===== config.mk =====
export PLATFORM = sky130hd
export DESIGN_NAME = rv_ctrl_unit
export DESIGN_NICKNAME = d
export VERILOG_FILES = /design/src/rtl/rv_ctrl_pkg.sv /design/src/rtl/rv_br_cond.sv /design/src/rtl/rv_ctrl_unit.sv
export SDC_FILE = /design/constraint.sdc
export NUM_CORES = 1
export LEC_CHECK = 0
export ABC_AREA = 1
export BUFFER_PORTS_ARGS = -buffer_cell sky130_fd_sc_hd__buf_2
export CORE_ASPECT_RATIO = 1.2
export CORE_UTILIZATION = 42
export CTS_CLUSTER_DIAMETER = 80
export CTS_CLUSTER_SIZE = 40
export DETAILED_ROUTE_END_ITERATION = 12
export PLACE_DENSITY = 0.75
export SYNTH_ARGS = -nofsm -noshare
export SYNTH_HDL_FRONTEND = slang
export SYNTH_SLANG_ARGS = --single-unit

===== constraint.sdc =====
create_clock -name clk -period 1.4 [get_ports clk]
set_input_delay 0.21 -clock clk [delete_from_list [all_inputs] [get_ports clk]]
set_output_delay 0.21 -clock clk [all_outputs]
set_load 0.1 [all_outputs]

===== src/rtl/rv_ctrl_pkg.sv =====
// +--------------------------------------------------------------------+
// | rv_ctrl_pkg : RV32I decoder opcodes, funct3 codes and ALU/WB enums |
// | Revision    : 1.0                                                  |
// +--------------------------------------------------------------------+
`default_nettype none

package rv_ctrl_pkg;

  localparam logic [6:0] OP_R        = 7'b0110011;
  localparam logic [6:0] OP_I        = 7'b0010011;
  localparam logic [6:0] OP_LOAD     = 7'b0000011;
  localparam logic [6:0] OP_STORE    = 7'b0100011;
  localparam logic [6:0] OP_BRANCH   = 7'b1100011;
  localparam logic [6:0] OP_LUI      = 7'b0110111;
  localparam logic [6:0] OP_AUIPC    = 7'b0010111;
  localparam logic [6:0] OP_JAL      = 7'b1101111;
  localparam logic [6:0] OP_JALR     = 7'b1100111;
  localparam logic [6:0] OP_MISC_MEM = 7'b0001111;

  localparam logic [6:0] F7_BASE = 7'b0000000;
  localparam logic [6:0] F7_ALT  = 7'b0100000;

  localparam logic [2:0] F3_ADD   = 3'b000;
  localparam logic [2:0] F3_SLL   = 3'b001;
  localparam logic [2:0] F3_SR    = 3'b101;
  localparam logic [2:0] F3_JALR  = 3'b000;
  localparam logic [2:0] F3_FENCE = 3'b000;

  localparam logic [2:0] F3_BEQ  = 3'b000;
  localparam logic [2:0] F3_BNE  = 3'b001;
  localparam logic [2:0] F3_BLT  = 3'b100;
  localparam logic [2:0] F3_BGE  = 3'b101;
  localparam logic [2:0] F3_BLTU = 3'b110;
  localparam logic [2:0] F3_BGEU = 3'b111;

  localparam logic [2:0] F3_LB  = 3'b000;
  localparam logic [2:0] F3_LH  = 3'b001;
  localparam logic [2:0] F3_LW  = 3'b010;
  localparam logic [2:0] F3_LBU = 3'b100;
  localparam logic [2:0] F3_LHU = 3'b101;

  localparam logic [2:0] F3_SB = 3'b000;
  localparam logic [2:0] F3_SH = 3'b001;
  localparam logic [2:0] F3_SW = 3'b010;

  typedef enum logic [3:0] {
    ALU_ADD   = 4'b0000,
    ALU_SUB   = 4'b0001,
    ALU_SLL   = 4'b0010,
    ALU_SLT   = 4'b0011,
    ALU_SLTU  = 4'b0100,
    ALU_XOR   = 4'b0101,
    ALU_SRL   = 4'b0110,
    ALU_SRA   = 4'b0111,
    ALU_OR    = 4'b1000,
    ALU_AND   = 4'b1001,
    ALU_PASSB = 4'b1010
  } alu_op_t;

  typedef enum logic [1:0] {
    WB_ALU  = 2'b00,
    WB_LOAD = 2'b01,
    WB_PC4  = 2'b10
  } wb_sel_t;

  // alt selects SUB/SRA; callers decide whether the alternate form is legal
  function automatic alu_op_t alu_from_f3(input logic [2:0] f3, input logic alt);
    alu_op_t op;
    case (f3)
      3'b000:  op = alt ? ALU_SUB : ALU_ADD;
      3'b001:  op = ALU_SLL;
      3'b010:  op = ALU_SLT;
      3'b011:  op = ALU_SLTU;
      3'b100:  op = ALU_XOR;
      3'b101:  op = alt ? ALU_SRA : ALU_SRL;
      3'b110:  op = ALU_OR;
      default: op = ALU_AND;
    endcase
    return op;
  endfunction

endpackage

`default_nettype wire


===== src/rtl/rv_br_cond.sv =====
// +--------------------------------------------------------------------+
// | rv_br_cond : branch taken / unsigned-compare select from funct3    |
// | Revision   : 1.0                                                   |
// +--------------------------------------------------------------------+
`default_nettype none

module rv_br_cond
  import rv_ctrl_pkg::*;
(
  input  logic [2:0] funct3,
  input  logic       br_less,
  input  logic       br_equal,
  output logic       taken,
  output logic       br_un
);

  always_comb begin
    taken = 1'b0;
    case (funct3)
      F3_BEQ:            taken = br_equal;
      F3_BNE:            taken = ~br_equal;
      F3_BLT, F3_BLTU:   taken = br_less;
      F3_BGE, F3_BGEU:   taken = ~br_less;
      default:           taken = 1'b0;
    endcase
  end

  assign br_un = (funct3 == F3_BLTU) || (funct3 == F3_BGEU);

endmodule

`default_nettype wire


===== src/rtl/rv_ctrl_unit.sv =====
// +--------------------------------------------------------------------+
// | rv_ctrl_unit : RV32I main decoder plus sticky illegal-instr capture|
// | Option       : CTRL_FENCE_EN decodes FENCE as a legal NOP          |
// | Revision     : 1.0                                                 |
// +--------------------------------------------------------------------+
`default_nettype none

module rv_ctrl_unit
  import rv_ctrl_pkg::*;
(
  input  logic        clk,
  input  logic        rst,
  input  logic [31:0] instr,
  input  logic        br_less,
  input  logic        br_equal,
  output logic        pc_sel,
  output logic        br_un,
  output logic        rd_wren,
  output logic        opa_sel,
  output logic        opb_sel,
  output logic [3:0]  alu_op,
  output logic        mem_wren,
  output logic [1:0]  wb_sel,
  output logic        insn_vld,
  output logic        ill_seen,
  output logic [31:0] ill_instr
);

  logic [6:0] w_opcode;
  logic [2:0] w_funct3;
  logic [6:0] w_funct7;
  logic       w_br_taken;
  logic       w_br_un;

  logic       w_legal;
  logic       w_pc_sel;
  logic       w_un;
  logic       w_rd;
  logic       w_opa;
  logic       w_opb;
  logic       w_mem;
  alu_op_t    w_alu;
  wb_sel_t    w_wb;

  assign w_opcode = instr[6:0];
  assign w_funct3 = instr[14:12];
  assign w_funct7 = instr[31:25];

  rv_br_cond u_br_cond (
    .funct3   (w_funct3),
    .br_less  (br_less),
    .br_equal (br_equal),
    .taken    (w_br_taken),
    .br_un    (w_br_un)
  );

  // Raw per-opcode controls; everything is masked by w_legal afterwards
  always_comb begin
    w_legal  = 1'b0;
    w_pc_sel = 1'b0;
    w_un     = 1'b0;
    w_rd     = 1'b0;
    w_opa    = 1'b0;
    w_opb    = 1'b0;
    w_mem    = 1'b0;
    w_alu    = ALU_ADD;
    w_wb     = WB_ALU;
    case (w_opcode)
      OP_R: begin
        w_rd    = 1'b1;
        w_alu   = alu_from_f3(w_funct3, w_funct7 == F7_ALT);
        w_legal = (w_funct7 == F7_BASE) ||
                  ((w_funct7 == F7_ALT) && ((w_funct3 == F3_ADD) || (w_funct3 == F3_SR)));
      end
      OP_I: begin
        w_rd  = 1'b1;
        w_opb = 1'b1;
        w_alu = alu_from_f3(w_funct3, (w_funct3 == F3_SR) && (w_funct7 == F7_ALT));
        if (w_funct3 == F3_SLL)
          w_legal = (w_funct7 == F7_BASE);
        else if (w_funct3 == F3_SR)
          w_legal = (w_funct7 == F7_BASE) || (w_funct7 == F7_ALT);
        else
          w_legal = 1'b1;
      end
      OP_LOAD: begin
        w_rd    = 1'b1;
        w_opb   = 1'b1;
        w_wb    = WB_LOAD;
        w_legal = (w_funct3 == F3_LB) || (w_funct3 == F3_LH) || (w_funct3 == F3_LW) ||
                  (w_funct3 == F3_LBU) || (w_funct3 == F3_LHU);
      end
      OP_STORE: begin
        w_mem   = 1'b1;
        w_opb   = 1'b1;
        w_legal = (w_funct3 == F3_SB) || (w_funct3 == F3_SH) || (w_funct3 == F3_SW);
      end
      OP_BRANCH: begin
        w_opa    = 1'b1;
        w_opb    = 1'b1;
        w_pc_sel = w_br_taken;
        w_un     = w_br_un;
        w_legal  = (w_funct3 != 3'b010) && (w_funct3 != 3'b011);
      end
      OP_LUI: begin
        w_rd    = 1'b1;
        w_opb   = 1'b1;
        w_alu   = ALU_PASSB;
        w_legal = 1'b1;
      end
      OP_AUIPC: begin
        w_rd    = 1'b1;
        w_opa   = 1'b1;
        w_opb   = 1'b1;
        w_legal = 1'b1;
      end
      OP_JAL: begin
        w_pc_sel = 1'b1;
        w_rd     = 1'b1;
        w_opa    = 1'b1;
        w_opb    = 1'b1;
        w_wb     = WB_PC4;
        w_legal  = 1'b1;
      end
      OP_JALR: begin
        w_pc_sel = 1'b1;
        w_rd     = 1'b1;
        w_opb    = 1'b1;
        w_wb     = WB_PC4;
        w_legal  = (w_funct3 == F3_JALR);
      end
`ifdef CTRL_FENCE_EN
      OP_MISC_MEM: w_legal = (w_funct3 == F3_FENCE);
`else
      OP_MISC_MEM: w_legal = 1'b0;
`endif
      default: w_legal = 1'b0;
    endcase
  end

  assign insn_vld = w_legal;
  assign pc_sel   = w_legal & w_pc_sel;
  assign br_un    = w_legal & w_un;
  assign rd_wren  = w_legal & w_rd;
  assign opa_sel  = w_legal & w_opa;
  assign opb_sel  = w_legal & w_opb;
  assign mem_wren = w_legal & w_mem;
  assign alu_op   = w_legal ? w_alu : ALU_ADD;
  assign wb_sel   = w_legal ? w_wb : WB_ALU;

  // Only the first illegal word after reset is kept
  always_ff @(posedge clk or posedge rst) begin
    if (rst) begin
      ill_seen  <= 1'b0;
      ill_instr <= 32'h0;
    end else if (!w_legal && !ill_seen) begin
      ill_seen  <= 1'b1;
      ill_instr <= instr;
    end
  end

endmodule

`default_nettype wire


# --- After elaboration in Yosys (flattened, before gate mapping) ---
# Index checks and enable logic that the tools add are counted.
totals:
  elab_cells: 72
  inputBits: 36
  reg_bits: 33
classes:
  reduce_logical: 23
  bitwise: 8
  muxes: 20
  n_eq_ne: 19
op_table:
  columns: ["cell", "count"]
  rows:
  - ["$pmux W4 S7", 2]
  - ["$eq A7 B6 Y1 const B", 4]
  - ["$eq A7 B7 Y1 const B", 3]
  - ["$eq A7 B5 Y1 const B", 2]
  - ["$eq A3 B3 Y1 const B", 4]
  - ["$pmux W4 S3", 1]
  - ["$mux W1", 11]
  - ["$logic_or A1 B1 Y1", 8]
  - ["$reduce_or A8 Y1", 1]
  - ["$eq A7 B2 Y1 const B", 1]
  - ["$logic_not A7 Y1", 1]
  - ["$pmux W1 S7", 1]
  - ["$reduce_or A7 Y1", 1]
  - ["$and A1 B1 Y1", 6]
  - ["$eq A3 B2 Y1 const B", 2]
  - ["$ne A3 B2 Y1 const B", 2]
  - ["$reduce_or A2 Y1", 3]
  - ["$reduce_or A3 Y1", 2]
  - ["$logic_and A1 B1 Y1", 4]
  - ["$mux W4", 1]
  - ["$pmux W1 S4", 1]
  - ["$pmux W2 S2", 1]
  - ["$eq A3 B1 Y1 const B", 1]
  - ["$logic_not A3 Y1", 1]
  - ["other kinds (4)", 6]

# --- Depth between registers and ports, before layout ---
depth:
  word_depth: 8
  depth_mapped: 12
  ltp_nobuf: 11

# --- Hierarchy ---
# Synthesis repeated with hierarchy kept, for this count alone.
unflattened:
  hier_cells: 264
  area_unflattened_um2: 1976.9
by_module_without_submodules:
  columns: ["mod", "n_inst", "seq_area_each_um2", "cells_per_inst", "area_per_inst_um2"]
  rows:
  - ["rv_ctrl_unit", 1, 825.8, 253, 1928.1]
  - ["rv_br_cond", 1, 0.0, 11, 48.8]

# --- Worst setup path after synthesis ---
# No wires, ideal clock.
synth_path:
  path_type: "in2out"
  startpoint: "in instr[12]"
  endpoint: "out alu_op[0]"
  cell_stages: 10
  arrival_ns: 3.066
  path_slack_ns: -1.876
  path_cell_list: "buf_2 nor2_1 nor2_1 nor2_1 nand2_1 a21oi_1 nor2_2 nand2_1 nand2_1 nor2_1"
synth_between:
  elab_chain_len: 7
  elab_cells_between_ends: 27
synth_lines:
  columns: ["element", "line", "source"]
  rows:
  - ["from (decl)", "rv_ctrl_unit.sv:13", "input logic [31:0] instr,"]
  - ["$eq A3 B1 Y1 or $logic_not A3 Y1 (tied branches)", null, null]
  - ["$logic_or A1 B1 Y1 (2 in a row)", "rv_ctrl_unit.sv:90, rv_ctrl_unit.sv:96", null]
  - ["$logic_or A1 B1 Y1", "rv_ctrl_unit.sv:90", "w_legal = (w_funct3 == F3_LB) || (w_funct3 == F3_LH) || (w_funct3 == F3_LW) ||"]
  - ["$logic_or A1 B1 Y1", "rv_ctrl_unit.sv:91", "(w_funct3 == F3_LBU) || (w_funct3 == F3_LHU);"]
  - ["$pmux W1 S7 (*)", "rv_ctrl_unit.sv:68", "case (w_opcode)"]
  - ["net insn_vld", "rv_ctrl_unit.sv:24", "output logic insn_vld,"]
  - ["$mux W4 (*)", "rv_ctrl_unit.sv:148", "assign alu_op = w_legal ? w_alu : ALU_ADD;"]
  - ["to (decl)", "rv_ctrl_unit.sv:21", "output logic [3:0] alu_op,"]
# The timed path passes the listed nets; every way through them passes the cells marked *.

# --- Worst setup path after layout ---
layout_path:
  startpoint: "in instr[13]"
  endpoint: "out alu_op[1]"
layout_between:
  elab_chain_len: 7
  elab_cells_between_ends: 24
layout_lines:
  columns: ["element", "line"]
  rows:
  - ["$eq A3 B1 Y1 or $logic_not A3 Y1 (tied branches)", null]
  - ["$logic_or A1 B1 Y1 (2 in a row)", "rv_ctrl_unit.sv:90, rv_ctrl_unit.sv:96"]
  - ["$logic_or A1 B1 Y1", "rv_ctrl_unit.sv:90"]
  - ["$logic_or A1 B1 Y1", "rv_ctrl_unit.sv:91"]
  - ["$pmux W1 S7", "rv_ctrl_unit.sv:68"]
  - ["$mux W4 (*)", "rv_ctrl_unit.sv:148"]
# Mark *: on every way between the ends. The rest lies on a longest branch, timed or not.

==> metrics.md <==
| Metric | Value |
|---|---|
| Status | finished, violations left |
| Failing checks | setup timing |
| H-tree levels | 2 |
| Worst-Skew Late Latency | 290 ps |
| CP arrival | 1630 ps |
| Clock period minus worst slack | 1837 ps |
| Top Ports | 82 |
| Placed Area | 2969 µm² |
| Critical path startpoint category | input pin |
| CP cell instances | buf_8, buf_12, nor2_4, nor2_1, nor2_1, nand2_1, a21oi_2, nor2_4, nand2_8, nand3_2, nand2_4, buf_12 |
| Largest area contributor in the netlist | dfrtp_1 |
| Critical Path End | alu_op[1] |
| R2r setup slk | 130 ps |
| Area Overhead vs Synth | 100.8% |
| Fraction of layout cells with a size suffix above 1 | 57.03% |
| RD Place Congestion | 0.9227 |
| Hold Vio Cnt, Final | 0 |
| Worst vdd ir | 0.0003778 V |
| Slowest cell on the critical path | a21oi_2 |
| CTS root buf | clkbuf_8 |
| Vias | 2542 |
| Design Area, Final | 3672 µm² |
| Die area | 4624 µm² |
| # setup viols final | 45 |
| Syn Nets | 288 |
| HP Class | input pin to flip-flop |
| Clk buf depth | 2 |
| Max-slew headroom | 66.63% |
| Row count | 25 |
| CTS tree | built |
| Final Core Density | 90.31% |
| Leak | 0.001958 µW |
| Wire per inst | 19.10 µm |
| Drt total wl | 8501 µm |
| ANT cells | 0 |
| Largest net degree at the start of global routing | 26 |
| Worst r2r src | ill_seen |
| Total GRT Usage | 32.42% |
| Worst setup margin | -436.8 ps |
| Critical path's top delay family | simple AND/OR/NAND/NOR gates |
| Slowest cell delay on critical path | 210 ps |
| Initial antenna violation count | 0 |
| DR iter-0 viols | 239 |
| Synth cell types | 22 |
| Drt drc | 0 |
| CP startpoint | instr[13] |
| Endpoint type of the worst setup path | primary output |
| CP Max Fanout | 6 |
| Total Power | 2313 µW |
| Final ANT Viol Nets | 0 |
| First-pass GRT wire length | 11480 µm |
| IO Port Bufs | 81 |
| Levels on crit path | 12 |
| Syn_area_per_cell | 7.259 µm² |
| Synth Warn # | 0 |
| Final Max Tran Viols | 0 |
| Worst r2r path cells | 5 |
| Mapped Cells | 252 |
| Top post-synthesis cells by area | dfrtp_1 45%, nand2_1 20%, nand4_1 12% |
| Seq cells post-synth | 33 |
| Area of the core | 4066 µm² |
| Slew @ Worst Pin | 504.0 ps |
| Setup Skew | 8.172 ps |
| Worst flop-to-flop path endpoint | ill_instr[15] |
| Hold Worst Slack | 165.5 ps |
| Detailed placement HPWL | 4195 µm |
| Buf+Inv Stages, Crit Path | 3 |
| Fmax | 544.4 MHz |
| Total gr overflow | 0 |
| DRT Pass-1 Iters | 5 |
| Horiz. Die Dim | 62.25 µm |
| PwrDens | 629.9 nW/µm² |
| Post-Synthesis Cell Area | 1829 µm² |
| Nets | 426 |
| Clk sink count | 33 |
| Total CTS buffers | 5 |
| Via density | 5.712 |
| Clk slew on worst S/H paths | 80 ps |
| Height of the die | 74.30 µm |
| Max_cap viols | 0 |
| # fillers | 160 |
| Sequential fraction of the synthesis area | 45.14% |
| Yosys top cell area share | 45.14% |
| Worst EP required | 1190 ps |
| Vias in the first global route | 2407 |
| Period utilisation layout | 131.2% |
| Critical path class | input pin to primary output |
| Starting Density | 44.98% |
| RSZ-0062 raised after global routing | true |
[worst reg2reg max path: cells and delay by family (launching register included)]
family,cells,cell delay [ps]
buffers and inverters,2,400
and+or+nand+nor,3,280
DFF,1,480
[kinds of logic (layout without fill, tap and decap cells)]
logic type      after synthesis  in the layout  synth area share, %
compound gates               10             10                3.283
buf+inv                      31            170                7.524
flops                        33             33                45.14
simple gates                178            178                44.05
[routing by layer]
layer / global-route usage (%) / share of wire, %
met1: 35.38 / 35
met2: 60.81 / 53
met3: 4.141 / 6.8
met4: 20.16 / 4.8
met5: 0 / 0
[stage by stage]
step,instances,worst slack [ps],TNS (ps)
finish,445,-436.8,-11700
CTS,442,-258.8,-7609
floorplan,252,-454.3,-4389
global route,445,-519.1,-14610
detailed placement,422,-389.5,-13790
global placement,422,-329.4,-12430
[cells in the final DEF (no fill, tap or decap), types with 7 or more instances in the layout]
master	count
nand2_1	76
buf_4	53
buf_2	54
nand2_2	12
buf_12	19
nor2_4	23
nor2_1	7
nand4_1	34
buf_6	10
dfrtp_1	32
[worst min path at each step]
stage / start / end / slack, ps / depth (start not counted)
after CTS: instr[11] / ill_instr[11] / 170 / 3
after floorplan: rst / ill_instr[0] / 340 / 1
after global routing: instr[7] / ill_instr[7] / 190 / 3
final: instr[10] / ill_instr[10] / 170 / 3
after global placement: rst / ill_instr[30] / 210 / 2
after detailed placement: rst / ill_instr[30] / 210 / 2
[flip-flops by register name, summed over array words and instances, names as in the netlist]
register   count
ill_instr     32
ill_seen       1
[cell usage after synthesis]
library cell and number:
nand2_1 97, nand4_1 34, dfrtp_1 33, nor2_1 28, buf_2 8, inv_1 8
inv_2 8, nand3_1 7, nor3_1 4, o21ai_0 4, a21oi_1 3, buf_4 3
clkbuf_1 3, nor2_2 3, nand3_2 2, a21boi_0 1, clkinv_1 1, nor2_4 1
nor3_2 1, nor4b_1 1, o21ai_2 1, o311ai_0 1
[power by group]
| group | internal (µW) | switching (µW) |
|---|---|---|
| clock network | 580 | 351 |
| registers | 953 | 0 |
| logic | 197 | 232 |
[final cells by class]
cell class | count | area [µm²] | share of cell area [%]
Multi-Input combinational cell | 188 | 1251 | 34.07
Clock buffer | 7 | 86.33 | 2.351
Tap cell | 54 | 67.56 | 1.840
Sequential cell | 33 | 829.5 | 22.59
Inverter | 17 | 86.33 | 2.351
Clock inverter | 1 | 30.03 | 0.8177
Timing Repair Buffer | 145 | 1321 | 35.98
[what timing repair did]
action                                  CTS  global route
endpoints found under the setup margin   40            45
cloned                                    2             0
pin swaps                                29            23
hold endpoints to repair                  8             0
buffers inserted                         10             6
hold buffers                              1             0
resized for setup                        64            47
Note: power is estimated with default switching activity, not from simulation.
